[src/rtl/cc_alu_stage.sv]
// Execute-stage ALU for the integer OP class: registers the result bus and owns the
// ZF/SF/OF condition-code register, with stall/bubble control and a CC-in-flight flag.
module cc_alu_stage #(
    parameter logic [3:0]  OP_ICODE  = 4'b0100,
    parameter logic [3:0]  NOP_ICODE = 4'b0000,
    parameter int unsigned W         = 8
) (
    input  logic         clk,
    input  logic         rst,
    input  logic         inValid,
    input  logic [3:0]   insCode,
    input  logic [3:0]   funCode,
    input  logic [W-1:0] aluA,
    input  logic [W-1:0] aluB,
    input  logic         stall,
    input  logic         bubble,
    output logic         outValid,
    output logic [3:0]   outInsCode,
    output logic [3:0]   outFunCode,
    output logic [W-1:0] aluE_e,
    output logic         zf,
    output logic         sf,
    output logic         of,
    output logic         ccPending,
    output logic         badFun
);

    logic         is_op;
    logic         fun_ok;
    logic [W-1:0] add_r;
    logic [W-1:0] sub_r;
    logic [W-1:0] op_r;
    logic         op_of;

    logic         valid_q, valid_d;
    logic [3:0]   ins_q, ins_d;
    logic [3:0]   fun_q, fun_d;
    logic [W-1:0] alu_q, alu_d;
    logic         zf_q, zf_d;
    logic         sf_q, sf_d;
    logic         of_q, of_d;
    logic         bad_q, bad_d;

    assign is_op  = (insCode == OP_ICODE);
    assign fun_ok = (funCode <= 4'd3);
    assign add_r  = aluA + aluB;
    assign sub_r  = aluA - aluB;

    always_comb begin
        op_r  = '0;
        op_of = 1'b0;
        case (funCode)
            4'd0: begin
                op_r  = add_r;
                op_of = (aluA[W-1] == aluB[W-1]) && (add_r[W-1] != aluA[W-1]);
            end
            4'd1: begin
                op_r  = sub_r;
                op_of = (aluA[W-1] != aluB[W-1]) && (sub_r[W-1] != aluA[W-1]);
            end
            4'd2:    op_r = aluA & aluB;
            4'd3:    op_r = aluA ^ aluB;
            default: op_r = '0;
        endcase
    end

    always_comb begin
        valid_d = valid_q;
        ins_d   = ins_q;
        fun_d   = fun_q;
        alu_d   = alu_q;
        zf_d    = zf_q;
        sf_d    = sf_q;
        of_d    = of_q;
        // Pulse by default so a held badFun never stretches across a stall.
        bad_d   = 1'b0;
        if (stall) begin
            // hold everything
        end else if (bubble || !inValid) begin
            valid_d = 1'b0;
            ins_d   = NOP_ICODE;
            fun_d   = 4'd0;
            alu_d   = '0;
        end else begin
            valid_d = 1'b1;
            ins_d   = insCode;
            fun_d   = funCode;
            if (is_op && fun_ok) begin
                alu_d = op_r;
                zf_d  = (op_r == '0);
                sf_d  = op_r[W-1];
                of_d  = op_of;
            end else if (is_op) begin
                alu_d = '0;
                bad_d = 1'b1;
            end else begin
                alu_d = add_r;
            end
        end
    end

    always_ff @(posedge clk) begin
        if (rst) begin
            valid_q <= 1'b0;
            ins_q   <= NOP_ICODE;
            fun_q   <= 4'd0;
            alu_q   <= '0;
            zf_q    <= 1'b1;
            sf_q    <= 1'b0;
            of_q    <= 1'b0;
            bad_q   <= 1'b0;
        end else begin
            valid_q <= valid_d;
            ins_q   <= ins_d;
            fun_q   <= fun_d;
            alu_q   <= alu_d;
            zf_q    <= zf_d;
            sf_q    <= sf_d;
            of_q    <= of_d;
            bad_q   <= bad_d;
        end
    end

    // Stall deliberately absent: a stalled OP still owes its CC write.
    assign ccPending  = inValid & is_op & fun_ok & ~bubble & ~rst;

    assign outValid   = valid_q;
    assign outInsCode = ins_q;
    assign outFunCode = fun_q;
    assign aluE_e     = alu_q;
    assign zf         = zf_q;
    assign sf         = sf_q;
    assign of         = of_q;
    assign badFun     = bad_q;

endmodule

[config.mk]
export PLATFORM = sky130hd
export DESIGN_NAME = cc_alu_stage
export DESIGN_NICKNAME = d
export VERILOG_FILES = /design/src/rtl/cc_alu_stage.sv
export SDC_FILE = /design/constraint.sdc
export NUM_CORES = 1
export LEC_CHECK = 0
export CAP_MARGIN = 15
export CORE_ASPECT_RATIO = 0.6
export CORE_MARGIN = 3
export CORE_UTILIZATION = 40
export CTS_CLUSTER_SIZE = 40
export DETAILED_ROUTE_END_ITERATION = 7
export PLACE_DENSITY = 0.77
export SETUP_SLACK_MARGIN = 0.1
export SYNTH_ARGS = -nofsm -noshare
export SYNTH_HDL_FRONTEND = slang
export SYNTH_SLANG_ARGS = --single-unit
export TNS_END_PERCENT = 30
[constraint.sdc]
create_clock -name clk -period 5.1 [get_ports clk]
set_input_delay 1.53 -clock clk [delete_from_list [all_inputs] [get_ports clk]]
set_output_delay 1.53 -clock clk [all_outputs]
set_load 0.1 [all_outputs]
==> metrics, run 1 <==
Sum Neg Setup Slack 0 ns; DIE WIDTH 95.0 um; status completed; WP data arrival 3.03 ns; Final nets 331; Bufs on Longest Clock Path 2; DRC Markers 0; Crit Path Class input port to output port; Ports 51; RSZ-0062 raised after global routing no; # resized after CTS 0; die footprint 5650 sq um; Clk network pwr share 22.6%; crit-path leading delay family simple AND/OR/NAND/NOR gates; Initial Util 43.8%; clk_lat worst skew 0.26 ns; synthesized area per cell 7.99 sq um; ys flop type dfxtp_1; most area-hungry cell type in the Yosys netlist dfxtp_1; CTS tree done; maximum fanout along the worst path 8; Post-synth EDFFs 0; largest net degree at the start of global routing 23; sw frac 37.3%; final setup violation count 0; Worst path slowest cell nor2_1; #FFs+latches synth 21; Area Overhead vs Synth 32.1%; f_max 220 MHz; cell with the most instances after synthesis nor2_1; final wirelength 5440 um; Power Dens Cells 193 nW/um^2; Worst-Margin Slew 0.982 ns; multi-input logic area 1360 sq um; Post-Route Skew 0 ns; Filler cells 408; Synth Net Count 285; total global routing overflow 0; Post-CTS Hold Buffers 0; clock slew at reported path FFs 0.08 ns; P_int 0.304 mW; Diodes inserted 0; Die Height 59.4 um; row cnt 18; Final period util 89.3%; nature of the critical path endpoint output port; Syn Inst Count 238; # clock sinks 21; FF/Latch Area 420 sq um; number of DRC markers in iteration 0 185; Post-synth top cells nor2_1 (30), dfxtp_1 (21), ha_1 (16), inv_1 (14), a22oi_1 (13); post-synthesis async set-or-reset flop share 0%; DP HPWL 4300 um; Slew headroom 34.4%; DR vias 2003; via/cell ratio 5.84; pins over their slew limit 0; DR WL/cell 15.8 um; H-tree levels 1; mapped cell area 1900 sq um; static leakage 0.969 nW; CP cell instances clkdlybuf4s50_1 > nor2_1 > nand4b_1 > nor2_2 > buf_12; Max stage delay on crit path 0.50 ns; I/O Buffers 50; share of layout cells above drive strength 1 8.13%; final hold vios 0; sequential-to-total area share from yosys stat 22.1%; core area 4350 sq um; warnings from Yosys 0; Post-CTS Repair Setup Buffers 0; DRT antenna net count 0; router iterations before antenna repair 4; Flop pwr share 35.0%; worst vdd ir 112 uV; Netlist cell types 60; final worst path period need 4.56 ns; first-pass GRT wire length 8710 um; vias in the first global route 1799; max_cap viols 0; Placer Congestion 0.902; top post-synthesis cells by area dfxtp_1 (22%), ha_1 (11%), nor2_1 (5.9%), a22oi_1 (5.1%), a21oi_1 (3.2%); Worst setup SP type input port; Tot Pwr 0.485 mW; CP bufs+invs 2; Critical Path RT 3.57 ns; Hold Path Class flip-flop to flip-flop; Comb power frac 42.4%; Clock Root Buffer clkbuf_8; initial antenna violation count 0; NetSw 0.181 mW; total CTS buffers 3; Total GRT Usage 19.5%; top cell type's share of synthesized area 22.1%
==> registers in the layout, indices dropped and copies added, names as in the netlist <==
name,cells
aluE_e,8
outFunCode,4
outInsCode,4
badFun,1
of,1
outValid,1
sf,1
zf,1
==> power groups by stage <==
stage	logic (mW)	clock network (mW)	registers, mW
after detailed placement	0.203	0	0.174
after floorplan	0.115	0	0.203
after CTS	0.204	0.111	0.170
after global routing	0.222	0.120	0.170
after global placement	0.201	0	0.174
final	0.206	0.110	0.170
==> cells by family after synthesis <==
kind of cell	synth area share, %
AND/OR/NAND/NOR	22.2
adder cells (fa/ha/maj)	12.6
buffers and inverters	7.04
multiplexers	2.24
XOR/XNOR	2.30
flip-flops	22.1
AO/OA/AOI/OAI	31.5
==> cell type report <==
cell class	count	share of cell area [%]
flip-flops and latches	21	16.7
clock buffers	3	1.64
inverters	15	2.34
multi-input cells	187	54.0
repair buffers	56	22.1
clock inverters	1	0.199
well taps	60	2.99
==> layout by cell type, fill, tap and decap left out, types with 6 or more instances in the layout <==
| master | n |
|---|---|
| nor3_1 | 10 |
| nand2_1 | 11 |
| nor2_1 | 29 |
| inv_1 | 14 |
| clkdlybuf4s50_1 | 49 |
| buf_4 | 6 |
| nand2b_1 | 6 |
| ha_1 | 16 |
| o21ai_0 | 9 |
| a22oi_1 | 13 |
| dfxtp_1 | 21 |
| a21oi_1 | 12 |
==> metal layers <==
| metal | vias to the layer above | track usage (%) | routed length, um |
|---|---|---|---|
| met3 | 6 | 4.31 | 523 |
| met2 | 93 | 28.3 | 2230 |
| met1 | 919 | 29.7 | 2650 |
| met4 | 0 | 2.67 | 29 |
| li1 | 985 | - | - |
| met5 | - | 0 | 0 |
==> metrics by stage <==
step                hold slack, ns  setup WS (ns)  utilization [%]  instances  instance area, sq um
finish                       0.491          0.544             57.8        343                  2510
global route                 0.513          0.440             57.8        343                  2510
CTS                          0.490          0.587             57.8        343                  2510
detailed placement           0.480          0.590             56.7        339                  2470
global placement             0.475          0.675             56.7        339                  2470
floorplan                    0.919          0.412                -        238                  1900
==> worst paths after layout <==
kind / from / to / slack [ns] / cells after the start
worst max register to register: aluE_e[1]$_SDFFE_PP0N_ / aluE_e[1]$_SDFFE_PP0N_ / 4.28 / 2
worst min-delay path: aluE_e[7]$_SDFFE_PP0N_ / aluE_e[7]$_SDFFE_PP0N_ / 0.49 / 2
worst min register to register: aluE_e[7]$_SDFFE_PP0N_ / aluE_e[7]$_SDFFE_PP0N_ / 0.49 / 2
worst max-delay path: funCode[2] / ccPending / 0.54 / 5
==> worst min-delay path: stages, from the launching register on <==
cell     delay (ns)
dfxtp_1        0.32
nand2_1        0.07
a31oi_1        0.06
(Power assumes the default switching activity.)
==> inputs of run 2 (changes only) <==
--- a/config.mk
+++ b/config.mk
@@ -12,5 +12,5 @@
 export CTS_CLUSTER_SIZE = 40
 export DETAILED_ROUTE_END_ITERATION = 7
-export PLACE_DENSITY = 0.77
+export PLACE_DENSITY = 0.72
 export SETUP_SLACK_MARGIN = 0.1
 export SYNTH_ARGS = -nofsm -noshare
==> constraint.sdc (replaced) <==
create_clock -name clk -period 5.1 [get_ports clk]
set_input_delay 1.02 -clock clk [delete_from_list [all_inputs] [get_ports clk]]
set_output_delay 1.02 -clock clk [all_outputs]
set_load 0.1 [all_outputs]
==> metrics, run 2 (synthesis gave the netlist of run 1 again) <==
# clock sinks 21; DR WL/cell 15.2 um; Die Height 59.4 um; Worst path slowest cell nor2_1; # resized after CTS 0; P_int 0.304 mW; Diodes inserted 0; DRT antenna net count 0; Worst setup SP type input port; FF/Latch Area 420 sq um; final hold vios 0; Filler cells 406; nature of the critical path endpoint output port; Clock Root Buffer clkbuf_8; total global routing overflow 0; share of layout cells above drive strength 1 7.12%; number of DRC markers in iteration 0 236; status completed; Post-CTS Hold Buffers 0; DR vias 1941; Bufs on Longest Clock Path 2; Design Area, Final 2480 sq um; Hold Path Class flip-flop to flip-flop; Worst-Margin Slew 0.980 ns; pins over their slew limit 0; RSZ-0062 raised after global routing no; multi-input logic area 1350 sq um; Crit Reg-Reg Endpoint aluE_e[5]$_SDFFE_PP0N_; final worst path period need 3.60 ns; final setup violation count 0; Final nets 329; total CTS buffers 3; NetSw 0.178 mW; Power Dens Cells 194 nW/um^2; Placer Congestion 0.903; Post-CTS Repair Setup Buffers 0; clock slew at reported path FFs 0.07 ns; static leakage 0.957 nW; Final period util 70.6%; Placement Cell Area 2440 sq um; hold endpoint aluE_e[7]$_SDFFE_PP0N_; DP HPWL 4110 um; Flop pwr share 35.3%; Largest register FFs 8; row cnt 18; Ports 51; final wirelength 5180 um; CP bufs+invs 2; Reg2Reg Launch Point aluE_e[5]$_SDFFE_PP0N_; DRC Markers 0; worst vdd ir 122 uV; Area Overhead vs Synth 30.5%; H-tree levels 1; Slew headroom 34.5%; most common cell after layout, fill and taps aside clkdlybuf4s50_1; commonest non-fill, non-tap cells in the layout clkdlybuf4s50_1 (49), nor2_1 (30), dfxtp_1 (21), ha_1 (16), inv_1 (14); Comb power frac 42.5%; sw frac 36.9%; largest net degree at the start of global routing 24; clk_lat worst skew 0.26 ns; setup slack, reg-to-reg 4.28 ns; Worst Reg-to-Reg Cells 2; CP cell instances clkdlybuf4s50_1 > nor2_1 > nand4b_1 > nor2_1 > buf_4; crit-path leading delay family simple AND/OR/NAND/NOR gates; Critical Path RT 4.08 ns; DIE WIDTH 95.0 um; Clk network pwr share 22.2%; initial antenna violation count 0; Max stage delay on crit path 0.55 ns; via/cell ratio 5.69; critical path launch point funCode[2]; router iterations before antenna repair 5; Total GRT Usage 19.1%; Post-Route Skew 0 ns; vias in the first global route 1720; I/O Buffers 50; cell depth of the worst setup path 5; maximum fanout along the worst path 8; CTS tree done; WP data arrival 2.58 ns; CP most frequent cell nor2_1; first-pass GRT wire length 8590 um; f_max 278 MHz; Sum Neg Setup Slack 0 ns; core area 4350 sq um; Crit Path Class input port to output port; Worst Hold Launch aluE_e[7]$_SDFFE_PP0N_; hold path cells 2; Initial Util 43.8%; max_cap viols 0; die footprint 5650 sq um
## run 2: cell types whose count changed in the layout (fill, tap and decap cells not counted)
cell    previous run  this run
buf_12             1         0
buf_4              6         5
nor2_1            29        30
nor2_2             1         0
## run 2: stage by stage
| stage | cells | hold WS, ns | power [mW] | utilization, % | worst slack (ns) |
|---|---|---|---|---|---|
| 6_report | 341 | 0.488 | 0.481 | 57.1 | 1.50 |
| 5_1_grt | 341 | 0.529 | 0.512 | 57.1 | 1.38 |
| 4_1_cts | 341 | 0.493 | 0.483 | 57.1 | 1.50 |
| 3_5_place_dp | 337 | 0.478 | 0.376 | 56.0 | 1.36 |
| 3_3_place_gp | 337 | 0.477 | 0.376 | 56.0 | 1.37 |
| 2_1_floorplan | 238 | 0.919 | 0.318 | - | 0.992 |
## run 2: worst min-delay path: cells and delay by family (launching register included)
kind	cells	cell delay [ns]
DFF	1	0.32
and+or+nand+nor	1	0.06
AOI/OAI and AO/OA	1	0.06
## run 2: how the worst max path moves through the flow
stage	endpoint	slack [ns]
final	ccPending	1.50
after global routing	aluE_e[6]$_SDFFE_PP0N_	1.38
after CTS	ccPending	1.50
after detailed placement	aluE_e[6]$_SDFFE_PP0N_	1.36
after global placement	aluE_e[6]$_SDFFE_PP0N_	1.37
after floorplan	ccPending	0.99
## run 2: layout make-up
cell class | count | share of cell area [%]
clock inverter | 1 | 0.202
timing repair buffer | 54 | 21.3
multi-input combinational | 187 | 54.5
tap | 60 | 3.02
inverter | 15 | 2.37
sequential | 21 | 16.9
clock buffer | 3 | 1.66
## run 2: layer usage
metal / share of wire (%) / vias up / GRT usage [%]
met5: 0 / - / 0
met4: 0 / 0 / 1.23
met3: 9.3 / 0 / 4.82
met2: 39 / 81 / 25.2
met1: 52 / 884 / 31.3
li1: - / 976 / -
## run 2: power by group through the flow
| stage | Sequential, mW | Clock [mW] | Combinational (mW) |
|---|---|---|---|
| floorplan | 0.203 | 0 | 0.115 |
| global placement | 0.174 | 0 | 0.202 |
| detailed placement | 0.174 | 0 | 0.202 |
| CTS | 0.170 | 0.110 | 0.203 |
| global route | 0.171 | 0.119 | 0.222 |
| finish | 0.170 | 0.107 | 0.204 |
==> inputs of run 3 (changes only) <==
- clock period: 5.1 -> 3.4 ns (I/O delays scaled with it)
==> metrics, run 3 (synthesis gave the netlist of run 1 again) <==
final hold vios 0; Post-Route Skew 0 ns; Sum Neg Setup Slack 0 ns; core area 4350 sq um; Tot Pwr 0.742 mW; Final nets 342; Total GRT Usage 20.3%; Initial Util 43.8%; Bufs on Longest Clock Path 2; clock slew at reported path FFs 0.07 ns; I/O Buffers 50; Ports 51; die footprint 5650 sq um; final worst path period need 2.97 ns; pins over their slew limit 0; DR vias 2083; DRC Markers 0; H-tree levels 1; number of DRC markers in iteration 0 185; row cnt 18; initial antenna violation count 0; CTS tree done; Clock Root Buffer clkbuf_8; router iterations before antenna repair 5; via/cell ratio 5.88; Filler cells 418; final wirelength 5520 um; final setup violation count 0; largest net degree at the start of global routing 23; DIE WIDTH 95.0 um; f_max 337 MHz; Placer Congestion 0.844; share of layout cells above drive strength 1 15.0%; # clock sinks 21; Placement Cell Area 2520 sq um; # resized after CTS 0; total global routing overflow 0; CP cell instances clkdlybuf4s50_1 > inv_1 > ha_1 > buf_4 > inv_4 > a221oi_4 > nand2_2 > a221oi_4 > a21oi_2 > or3_1 > a31oi_1; Slew headroom 34.8%; vias in the first global route 1811; Diodes inserted 0; Final period util 87.3%; Max stage delay on crit path 0.48 ns; first-pass GRT wire length 8930 um; Critical Path RT 3.60 ns; clk_lat worst skew 0.26 ns; maximum fanout along the worst path 5; Worst setup SP type input port; RSZ-0062 raised after global routing no; static leakage 1.04 nW; Crit Path Class input port to flip-flop; Die Height 59.4 um; crit-path leading delay family compound AO/OA/AOI/OAI gates; Largest register FFs 8; Design Area, Final 2570 sq um; status completed; Post-CTS Hold Buffers 0; total CTS buffers 3; Area Overhead vs Synth 35.1%; CP bufs+invs 4; WP data arrival 3.17 ns; worst vdd ir 140 uV; max_cap viols 0; Post-CTS Repair Setup Buffers 0; Power Dens Cells 289 nW/um^2; Worst path slowest cell clkdlybuf4s50_1; DR WL/cell 15.6 um; most common cell after layout, fill and taps aside clkdlybuf4s50_1; Worst-Margin Slew 0.975 ns; commonest non-fill, non-tap cells in the layout clkdlybuf4s50_1 (39), nor2_1 (29), buf_4 (27), dfxtp_1 (21), ha_1 (16); nature of the critical path endpoint flip-flop; DRT antenna net count 0; Hold Path Class flip-flop to flip-flop; DP HPWL 4530 um; CP most frequent cell a221oi_4
run 3: cell count changes in the layout (fill, tap and decap cells not counted), sizes merged:
cell / change
buf: +23
clkdlybuf4s50: -10
run 3: cell type report:
type	instances	area (sq um)	share of cell area, %
clock inverter	1	5.00	0.195
tap	60	75.1	2.92
multi-input combinational	187	1360	52.8
timing repair buffer	67	613	23.9
sequential	21	420	16.4
inverter	15	58.8	2.29
clock buffer	3	41.3	1.61
run 3: worst register-to-register path, cell delays in order, from the launching register on:
cell	delay [ns]
dfxtp_1	0.33
a222oi_1	0.35
nor2_1	0.06
run 3: worst paths after layout:
check,startpoint,slack [ns],depth (start not counted),to
worst max register to register,aluE_e[5]$_SDFFE_PP0N_,2.55,2,aluE_e[5]$_SDFFE_PP0N_
worst max-delay path,aluB[4],0.43,11,aluE_e[7]$_SDFFE_PP0N_
worst min-delay path,aluE_e[7]$_SDFFE_PP0N_,0.48,2,aluE_e[7]$_SDFFE_PP0N_
worst min register to register,aluE_e[7]$_SDFFE_PP0N_,0.48,2,aluE_e[7]$_SDFFE_PP0N_
run 3: routing by layer:
metal  GRT usage [%]  share of wire, %  vias up
li1                -                 -     1001
met1            31.6                51      984
met2            28.3                40       93
met3            5.08               8.3        5
met4            2.87              0.38        0
met5               0                 0        -
run 3: power by group:
part | total (mW) | switching (mW) | internal (mW)
Sequential | 0.255 | 0.00332 | 0.252
Combinational | 0.323 | 0.189 | 0.133
Clock | 0.164 | 0.0825 | 0.0818
Total | 0.742 | 0.275 | 0.467
run 3: through the flow:
step	utilization, %	setup WS, ns	instances	hold slack (ns)
floorplan	-	0.412	238	0.785
global placement	58.1	0.191	350	0.477
detailed placement	58.1	0.182	350	0.474
CTS	59.1	0.447	354	0.487
global route	59.1	0.256	354	0.516
finish	59.1	0.431	354	0.483
